--- src/rtl/uart_pkg.sv ---
// Shared UART frame constants, frame FSM state type and baud divider helper.
// The multi-byte receiver uses the same constants so both ends agree on framing.
package uart_pkg;

    localparam logic [7:0]  HEAD_BYTE   = 8'h55;
    localparam logic [7:0]  TAIL_BYTE   = 8'hAA;
    localparam int unsigned FRAME_LEN   = 14;
    localparam int unsigned PAYLOAD_LEN = 12;

    typedef enum logic [2:0] {
        ST_IDLE,
        ST_LOAD,
        ST_SHIFT,
        ST_GAP,
        ST_DONE
    } frame_state_t;

    // Clocks per serial bit for a given system clock and baud rate.
    function automatic int unsigned bps_cnt(input int unsigned clk_freq,
                                            input int unsigned uart_bps);
        return clk_freq / uart_bps;
    endfunction

endpackage

--- src/rtl/uart_mult_byte_tx_if.sv ---
// Request/status bundle of the frame transmitter.
// master = requester (control path), slave = transmitter.
interface uart_mult_byte_tx_if;
    import uart_pkg::*;

    logic                       send_req;
    logic [8*PAYLOAD_LEN-1:0]   tx_payload;
    logic                       uart_txd;
    logic                       tx_busy;
    logic                       byte_done;
    logic [3:0]                 byte_idx;
    logic                       pack_done;

    modport master (
        output send_req, tx_payload,
        input  uart_txd, tx_busy, byte_done, byte_idx, pack_done
    );

    modport slave (
        input  send_req, tx_payload,
        output uart_txd, tx_busy, byte_done, byte_idx, pack_done
    );

endinterface

--- src/rtl/uart_byte_tx.sv ---
// Single-byte 8N1 serialiser: start bit, d0..d7 LSB first, stop bit.
// done is asserted during the last clock of the stop bit so the frame
// controller can react without adding an extra idle cycle on the line.
module uart_byte_tx #(
    parameter int unsigned BPS_CNT = 434
) (
    input  logic       sys_clk,
    input  logic       sys_rst_n,
    input  logic       start,
    input  logic [7:0] data,
    output logic       txd,
    output logic       busy,
    output logic       done
);

    localparam logic [15:0] BIT_LAST = 16'(BPS_CNT - 1);

    logic [15:0] clk_cnt;
    logic [3:0]  bit_cnt;
    logic [7:0]  shift_reg;
    logic        bit_end;

    assign bit_end = busy && (clk_cnt == BIT_LAST);
    assign done    = bit_end && (bit_cnt == 4'd9);

    // Bit timing and shifting: each of the 10 bit slots lasts BPS_CNT clocks, txd stays registered.
    always_ff @(posedge sys_clk or posedge sys_rst_n) begin
        if (sys_rst_n) begin
            txd       <= 1'b1;
            busy      <= 1'b0;
            clk_cnt   <= '0;
            bit_cnt   <= '0;
            shift_reg <= '0;
        end else if (!busy) begin
            if (start) begin
                busy      <= 1'b1;
                txd       <= 1'b0;
                clk_cnt   <= '0;
                bit_cnt   <= '0;
                shift_reg <= data;
            end
        end else if (bit_end) begin
            clk_cnt <= '0;
            if (bit_cnt == 4'd9) begin
                busy    <= 1'b0;
                bit_cnt <= '0;
                txd     <= 1'b1;
            end else begin
                bit_cnt <= bit_cnt + 4'd1;
                if (bit_cnt == 4'd8) begin
                    txd <= 1'b1;
                end else begin
                    txd       <= shift_reg[0];
                    shift_reg <= {1'b0, shift_reg[7:1]};
                end
            end
        end else begin
            clk_cnt <= clk_cnt + 16'd1;
        end
    end

endmodule

--- src/rtl/uart_mult_byte_tx.sv ---
// Frame transmitter: snapshots a 12-byte payload on request and sends
// HEAD, payload[0..11], TAIL as 8N1 bytes with an idle gap between bytes.
module uart_mult_byte_tx
    import uart_pkg::*;
#(
    parameter int unsigned CLK_FREQ  = 50_000_000,
    parameter int unsigned UART_BPS  = 115200,
    parameter int unsigned GAP_BITS  = 1,
    parameter logic [7:0]  HEAD_BYTE = uart_pkg::HEAD_BYTE,
    parameter logic [7:0]  TAIL_BYTE = uart_pkg::TAIL_BYTE
) (
    input  logic              sys_clk,
    input  logic              sys_rst_n,
    uart_mult_byte_tx_if.slave tx_if
);

    localparam int unsigned BPS_CNT    = bps_cnt(CLK_FREQ, UART_BPS);
    localparam int unsigned GAP_CYCLES = GAP_BITS * BPS_CNT;
    localparam logic [31:0] GAP_LAST   = 32'(GAP_CYCLES - 1);
    localparam logic [3:0]  LAST_IDX   = 4'(FRAME_LEN - 1);

    frame_state_t state, next_state;

    logic [7:0]  snapshot [PAYLOAD_LEN];
    logic [3:0]  byte_idx_r;
    logic [31:0] gap_cnt;
    logic [7:0]  cur_byte;
    logic [3:0]  snap_sel;
    logic        accept;
    logic        gap_end;
    logic        bt_start;
    logic        bt_txd;
    logic        bt_busy;
    logic        bt_done;
    logic        byte_end;

    assign accept   = (state == ST_IDLE) && tx_if.send_req;
    assign gap_end  = (gap_cnt == GAP_LAST);
    assign byte_end = bt_busy && bt_done;
    assign snap_sel = byte_idx_r - 4'd1;

    // Frame state register; reset abandons any partial frame.
    always_ff @(posedge sys_clk or posedge sys_rst_n) begin
        if (sys_rst_n) begin
            state <= ST_IDLE;
        end else begin
            state <= next_state;
        end
    end

    // Next-state logic; with no gap configured the FSM goes straight from SHIFT to LOAD.
    always_comb begin
        next_state = state;
        case (state)
            ST_IDLE:  if (tx_if.send_req) next_state = ST_LOAD;
            ST_LOAD:  next_state = ST_SHIFT;
            ST_SHIFT: begin
                if (byte_end) begin
                    if (byte_idx_r == LAST_IDX) begin
                        next_state = ST_DONE;
                    end else if (GAP_CYCLES == 0) begin
                        next_state = ST_LOAD;
                    end else begin
                        next_state = ST_GAP;
                    end
                end
            end
            ST_GAP:   if (gap_end) next_state = ST_LOAD;
            ST_DONE:  next_state = ST_IDLE;
            default:  next_state = ST_IDLE;
        endcase
    end

    // State-decoded outputs; busy stays high through DONE so a request there is ignored.
    always_comb begin
        bt_start          = (state == ST_LOAD);
        tx_if.tx_busy     = (state != ST_IDLE);
        tx_if.byte_done   = (state == ST_SHIFT) && byte_end;
        tx_if.pack_done   = (state == ST_DONE);
    end

    // Payload snapshot, taken only in the accept cycle so later payload changes are ignored.
    always_ff @(posedge sys_clk or posedge sys_rst_n) begin
        if (sys_rst_n) begin
            for (int k = 0; k < PAYLOAD_LEN; k++) begin
                snapshot[k] <= '0;
            end
        end else if (accept) begin
            for (int k = 0; k < PAYLOAD_LEN; k++) begin
                snapshot[k] <= tx_if.tx_payload[8*k +: 8];
            end
        end
    end

    // Byte index: advances after each non-tail byte, cleared on accept and at frame end.
    always_ff @(posedge sys_clk or posedge sys_rst_n) begin
        if (sys_rst_n) begin
            byte_idx_r <= '0;
        end else if (accept || state == ST_DONE) begin
            byte_idx_r <= '0;
        end else if (state == ST_SHIFT && byte_end && byte_idx_r != LAST_IDX) begin
            byte_idx_r <= byte_idx_r + 4'd1;
        end
    end

    // Inter-byte gap counter, only running while in GAP.
    always_ff @(posedge sys_clk or posedge sys_rst_n) begin
        if (sys_rst_n) begin
            gap_cnt <= '0;
        end else if (state == ST_GAP && !gap_end) begin
            gap_cnt <= gap_cnt + 32'd1;
        end else begin
            gap_cnt <= '0;
        end
    end

    // Byte selection: header, snapshot byte idx-1, or tail.
    always_comb begin
        cur_byte = HEAD_BYTE;
        if (byte_idx_r == LAST_IDX) begin
            cur_byte = TAIL_BYTE;
        end else if (byte_idx_r != 4'd0) begin
            cur_byte = snapshot[snap_sel];
        end
    end

    assign tx_if.byte_idx = byte_idx_r;
    assign tx_if.uart_txd = bt_txd;

    uart_byte_tx #(
        .BPS_CNT (BPS_CNT)
    ) u_byte_tx (
        .sys_clk   (sys_clk),
        .sys_rst_n (sys_rst_n),
        .start     (bt_start),
        .data      (cur_byte),
        .txd       (bt_txd),
        .busy      (bt_busy),
        .done      (bt_done)
    );

endmodule

--- src/flat_wrapper.sv ---
// flat-port wrapper written by rule: the top's interface ports become plain ports
module uart_mult_byte_tx_flat import uart_pkg::*;
#(
    parameter int unsigned CLK_FREQ  = 50_000_000,
    parameter int unsigned UART_BPS  = 115200,
    parameter int unsigned GAP_BITS  = 1,
    parameter logic [7:0]  HEAD_BYTE = uart_pkg::HEAD_BYTE,
    parameter logic [7:0]  TAIL_BYTE = uart_pkg::TAIL_BYTE
)
  (sys_clk, sys_rst_n, tx_if_send_req, tx_if_tx_payload, tx_if_uart_txd, tx_if_tx_busy, tx_if_byte_done, tx_if_byte_idx, tx_if_pack_done);
  uart_mult_byte_tx_if tx_if_i ();
  input  logic sys_clk;
  input  logic sys_rst_n;
  input wire logic [$bits(tx_if_i.send_req)-1:0] tx_if_send_req;
  input wire logic [$bits(tx_if_i.tx_payload)-1:0] tx_if_tx_payload;
  output wire logic [$bits(tx_if_i.uart_txd)-1:0] tx_if_uart_txd;
  output wire logic [$bits(tx_if_i.tx_busy)-1:0] tx_if_tx_busy;
  output wire logic [$bits(tx_if_i.byte_done)-1:0] tx_if_byte_done;
  output wire logic [$bits(tx_if_i.byte_idx)-1:0] tx_if_byte_idx;
  output wire logic [$bits(tx_if_i.pack_done)-1:0] tx_if_pack_done;
  assign tx_if_i.send_req = tx_if_send_req;
  assign tx_if_i.tx_payload = tx_if_tx_payload;
  assign tx_if_uart_txd = tx_if_i.uart_txd;
  assign tx_if_tx_busy = tx_if_i.tx_busy;
  assign tx_if_byte_done = tx_if_i.byte_done;
  assign tx_if_byte_idx = tx_if_i.byte_idx;
  assign tx_if_pack_done = tx_if_i.pack_done;
  uart_mult_byte_tx #(.CLK_FREQ(CLK_FREQ), .UART_BPS(UART_BPS), .GAP_BITS(GAP_BITS), .HEAD_BYTE(HEAD_BYTE), .TAIL_BYTE(TAIL_BYTE)) u_core (.sys_clk(sys_clk), .sys_rst_n(sys_rst_n), .tx_if(tx_if_i));
endmodule
--- config.mk ---
export PLATFORM = sky130hd
export DESIGN_NAME = uart_mult_byte_tx_flat
export DESIGN_NICKNAME = d
export VERILOG_FILES = /design/src/rtl/uart_pkg.sv /design/src/rtl/uart_mult_byte_tx_if.sv /design/src/rtl/uart_byte_tx.sv /design/src/rtl/uart_mult_byte_tx.sv /design/src/flat_wrapper.sv
export SDC_FILE = /design/constraint.sdc
export NUM_CORES = 1
export LEC_CHECK = 0
export ABC_AREA = 1
export BUFFER_PORTS_ARGS = -buffer_cell sky130_fd_sc_hd__buf_2
export CORE_MARGIN = 2
export CORE_UTILIZATION = 56
export CTS_CLUSTER_SIZE = 25
export DETAILED_ROUTE_END_ITERATION = 12
export HOLD_SLACK_MARGIN = 0.05
export PLACE_DENSITY_LB_ADDON = 0.12
export SYNTH_ARGS = -nofsm -noshare
export SYNTH_HDL_FRONTEND = slang
export SYNTH_SLANG_ARGS = --single-unit
--- constraint.sdc ---
create_clock -name sys_clk -period 6.9 [get_ports sys_clk]
set_clock_uncertainty 0.1 [all_clocks]
set_input_delay 0 -clock sys_clk [delete_from_list [all_inputs] [get_ports sys_clk]]
set_output_delay 0 -clock sys_clk [all_outputs]
set_load 0.01 [all_outputs]
==> summary.md <==
| Metric | Value |
|---|---|
| Status | `complete, no violations` |
| Final Hold Vio Count | `0` |
| Initial drt markers | `746` |
| Main synth FF type | `dfrtp_1` |
| Crit path top cell by count | `nand2_1` |
| Adder-Cell Fraction of Synth Area | `1.562%` |
| Drt pass-1 iters | `6` |
| Gr ovfl total | `0` |
| Net count reported at finish | `1537` |
| Largest net degree at the start of global routing | `105` |
| Post-synthesis mux area share | `0%` |
| ANT cells | `0` |
| Buf+Inv Stages, Crit Path | `3` |
| Mapped Cells | `~1200` |
| Antenna violations before repair | `0` |
| Setup TNS | `0 ns` |
| CTS buffer count | `17` |
| Worst r2r src | `u_core.tx_if.byte_idx[0]` |
| CP Launch Point | `u_core.tx_if.byte_idx[0]` |
| Syn_area_per_cell | `7.282 µm²` |
| PD cells | `191.3 nW/µm²` |
| DR WL/cell | `14.99 µm` |
| Layout cells sized above 1 | `~12%` |
| Synth Area in XOR/XNOR | `2.485%` |
| Pleak | `0.005529 µW` |
| Sequential fraction of the synthesis area | `46.88%` |
| P&R area growth vs syn | `29.05%` |
| Period utilisation layout | `55.70%` |
| Least-Margin Pin Slew | `between 0.9 and 1 ns` |
| Initial Util | `57.53%` |
| Routed WL | `24.75 mm` |
| Post-route minimum period | `roughly 3.8 ns` |
| Via count | `8704` |
| GPL Wtd Cong | `0.9015` |
| Routed Antenna Nets | `0` |
| Total GRT Usage | `31.20%` |
| Design Power | `2175 µW` |
| Synthesized flop and latch total | `165` |
| Synth Cell Area | `around 9000 µm²` |
| RSZ-0062 raised after global routing | `false` |
| Synth Area in Compound Gates | `between 5 and 6%` |
| Warnings from Yosys | `0` |
| Top Registers | `u_core.snapshot x96, u_core.gap_cnt x32, u_core.u_byte_tx.clk_cnt x16` |
| Clock power frac | `46.7%` |
| # DRC | `0` |
| Slowest-stage cell, CP | `ha_1` |
| Clock Pin Slew Worst Setup and Hold Paths | `0.07 ns` |
| CTS tree | `yes` |
| P_sw | `510.8 µW` |
| Vias in the first global route | `a little under 9000` |
| Max FFs per register | `96` |
| Worst Path Required | `7.11 ns` |
| Fmax | `between 0.2 and 0.3 GHz` |
| Dpl hpwl | `around 15 mm` |
| Vias/cell | `5.272` |
| Placed cell areas | `approximately 9400 µm²` |
| I/O Buffers | `106` |
| Switching Share | `23.48%` |
| EDFF count, synth | `0` |
| Die width | `129.4 µm` |
| Core area | `~15000 µm²` |
| Relative slew slack | `39.32%` |
| Max VDD drop | `about 180 µV` |
| Post-synth ARST share | `100.0%` |
| # rows | `45` |
| Worst path top cell family by delay | `buffers and inverters` |
| I/O pins | `roughly 110` |
| Min-Delay Path Class | `in2async` |
| Max incr delay on CP | `approximately 1.0 ns` |
| Fin area | `between 10000 and 15000 µm²` |
| Fill cells | `1145` |
| Power share of the sequential group | `46.6%` |
| Die area | `around 17000 µm²` |
| Most flops, register | `u_core.snapshot` |
| Worst Path Class, Setup | `reg2reg` |
| Final Max Tran Viols | `0` |
| CP Launch Type | `register` |
| Seq. cell area | `4130 µm²` |
| Clock root cell | `clkbuf_16` |
| CP Max Fanout | `54` |
| Internal power | `1664 µW` |
| Count of final setup violators | `0` |
| Post-synthesis cell type count | `30` |
| Worst path cell trace | `buf_4 > inv_2 > ha_1 > inv_1 > nand3_1 > nand2_1 > nand2_1 > nand2_1 > nand3_1 > nand2_1 > nand2_1 > nand2_1` |
| Syn Nets | `1320` |
| Simple-gate share of the synthesized area | `35.50%` |
| Max Root-Sink Buffers | `2` |
| Die Ht | `approximately 130 µm` |
| H-tree depth | `4` |
| Clk_lat worst skew | `about 0.43 ns` |
| CTS Sinks | `165` |
| Combinational share of power | `approximately 6.7%` |
| Largest family of logic cells by synthesized area | `simple AND/OR/NAND/NOR gates` |
| Area of the multi-input gates | `around 4000 µm²` |
| Crit end category | `register` |
| First-pass GRT wire length | `between 40 and 50 mm` |
| Arrival time worst endpoint | `4.06 ns` |
| Max-cap violations | `0` |
-- kinds of logic after synthesis --
| logic type | after synthesis |
|---|---|
| AO/OA/AOI/OAI | 92 |
| XOR/XNOR | 25 |
| adder cells (fa/ha/maj) | 11 |
| buffers and inverters | 174 |
| flip-flops | 165 |
| AND/OR/NAND/NOR | 743 |
-- cell type report --
class	instances	share of cell area, %
clock buffer	18	3.862
clock inverter	14	1.618
inverter	128	4.269
multi-input combinational	871	34.86
sequential	165	36.32
tap	211	2.322
timing repair buffer	244	16.75
-- what timing repair did --
item | 4_1_cts | 5_1_grt
endpoints found under the hold margin | 200 | 0
gates resized for setup | 0 | 0
setup buffers | 0 | 0
hold buffers | 135 | 0
-- power by group through the flow --
stage | Combinational [µW] | Sequential (µW) | Clock [µW]
2_1_floorplan | 51.9 | 1030 | 0
3_3_place_gp | 94.0 | 1030 | 0
3_5_place_dp | 96.3 | 1030 | 0
4_1_cts | 139 | 1010 | 1020
5_1_grt | 162 | 1020 | 1060
6_report | 146 | 1010 | 1020
-- routing by layer --
metal  global-route usage (%)  wire length, µm  share of wire (%)
met3                    6.730             1360                5.5
met2                    52.26            12140                 49
met5                        0                0                  0
met1                    38.97            10270                 41
met4                    14.29              983                4.0
-- worst reg2reg max path: cells and delay by family, from the launching register on --
| kind | cells | cell delay [ns] |
|---|---|---|
| flip-flops | 1 | 0.32 |
| buffers and inverters | 3 | 1.55 |
| AND/OR/NAND/NOR | 8 | 0.71 |
| adder cells (fa/ha/maj) | 1 | 1.04 |
-- cells in the mapped netlist, types with 2 or more instances --
master	number	area, µm²
nand2_1	453	1700
dfrtp_1	164	4104
inv_1	124	465.5
nand3_1	113	565.5
nor2_1	103	386.6
o21ai_0	64	320.3
nor3_1	32	160.2
buf_2	30	150.1
xor2_1	20	175.2
a21oi_1	17	85.08
nand4_1	16	100.1
clkbuf_1	11	41.29
ha_1	11	137.6
nor2_2	7	43.79
o22ai_1	7	43.79
nor3b_1	6	45.04
xnor2_1	5	43.79
inv_2	4	15.01
nor3_2	4	40.04
buf_4	3	22.52
nand2_4	3	33.78
buf_6	2	22.52
nand2_2	2	12.51
nor2_4	2	22.52
o211ai_1	2	15.01
-- final timing paths --
path / slack (ns) / depth (start not counted) / to
min reg2reg: 0.38 / 2 / u_core.snapshot[0]
min: 0.22 / 3 / u_core.gap_cnt[23]
max in group asynchronous: 5.15 / 4 / u_core.snapshot[17]
max reg2reg: 3.06 / 12 / u_core.u_byte_tx.shift_reg[1]
max: 3.06 / 12 / u_core.u_byte_tx.shift_reg[1]
min in group sys_clk: 0.22 / 4 / u_core.snapshot[13]
-- metrics by stage --
step	std cells	util (%)	hold WS (ns)	setup WS, ns
after floorplan	1210	-	0.01660	2.340
after global placement	1484	61.36	0.1019	3.296
after detailed placement	1484	61.36	0.1043	3.189
after CTS	1651	74.25	0.1941	3.143
after global routing	1651	74.25	0.2274	2.743
final	1651	74.25	0.2158	3.056
-- cells in the final DEF, fill, tap and decap left out, types with 6 or more instances in the layout --
cell           synthesis  routed
xor2_1                20      20
o22ai_1                7       7
a21oi_1               17      17
dfrtp_1              164     164
buf_2                 30     106
nor3_1                32      32
nor2_2                 7       7
ha_1                  11      11
dlygate4sd3_1          0     135
nor2_1               103     103
nor3b_1                6       6
o21ai_0               64      64
clkbuf_16              0      17
nand3_1              113     113
inv_6                  0       7
nand4_1               16      16
nand2_1              453     453
inv_1                124     123
Note: power is estimated with default switching activity, not from simulation.
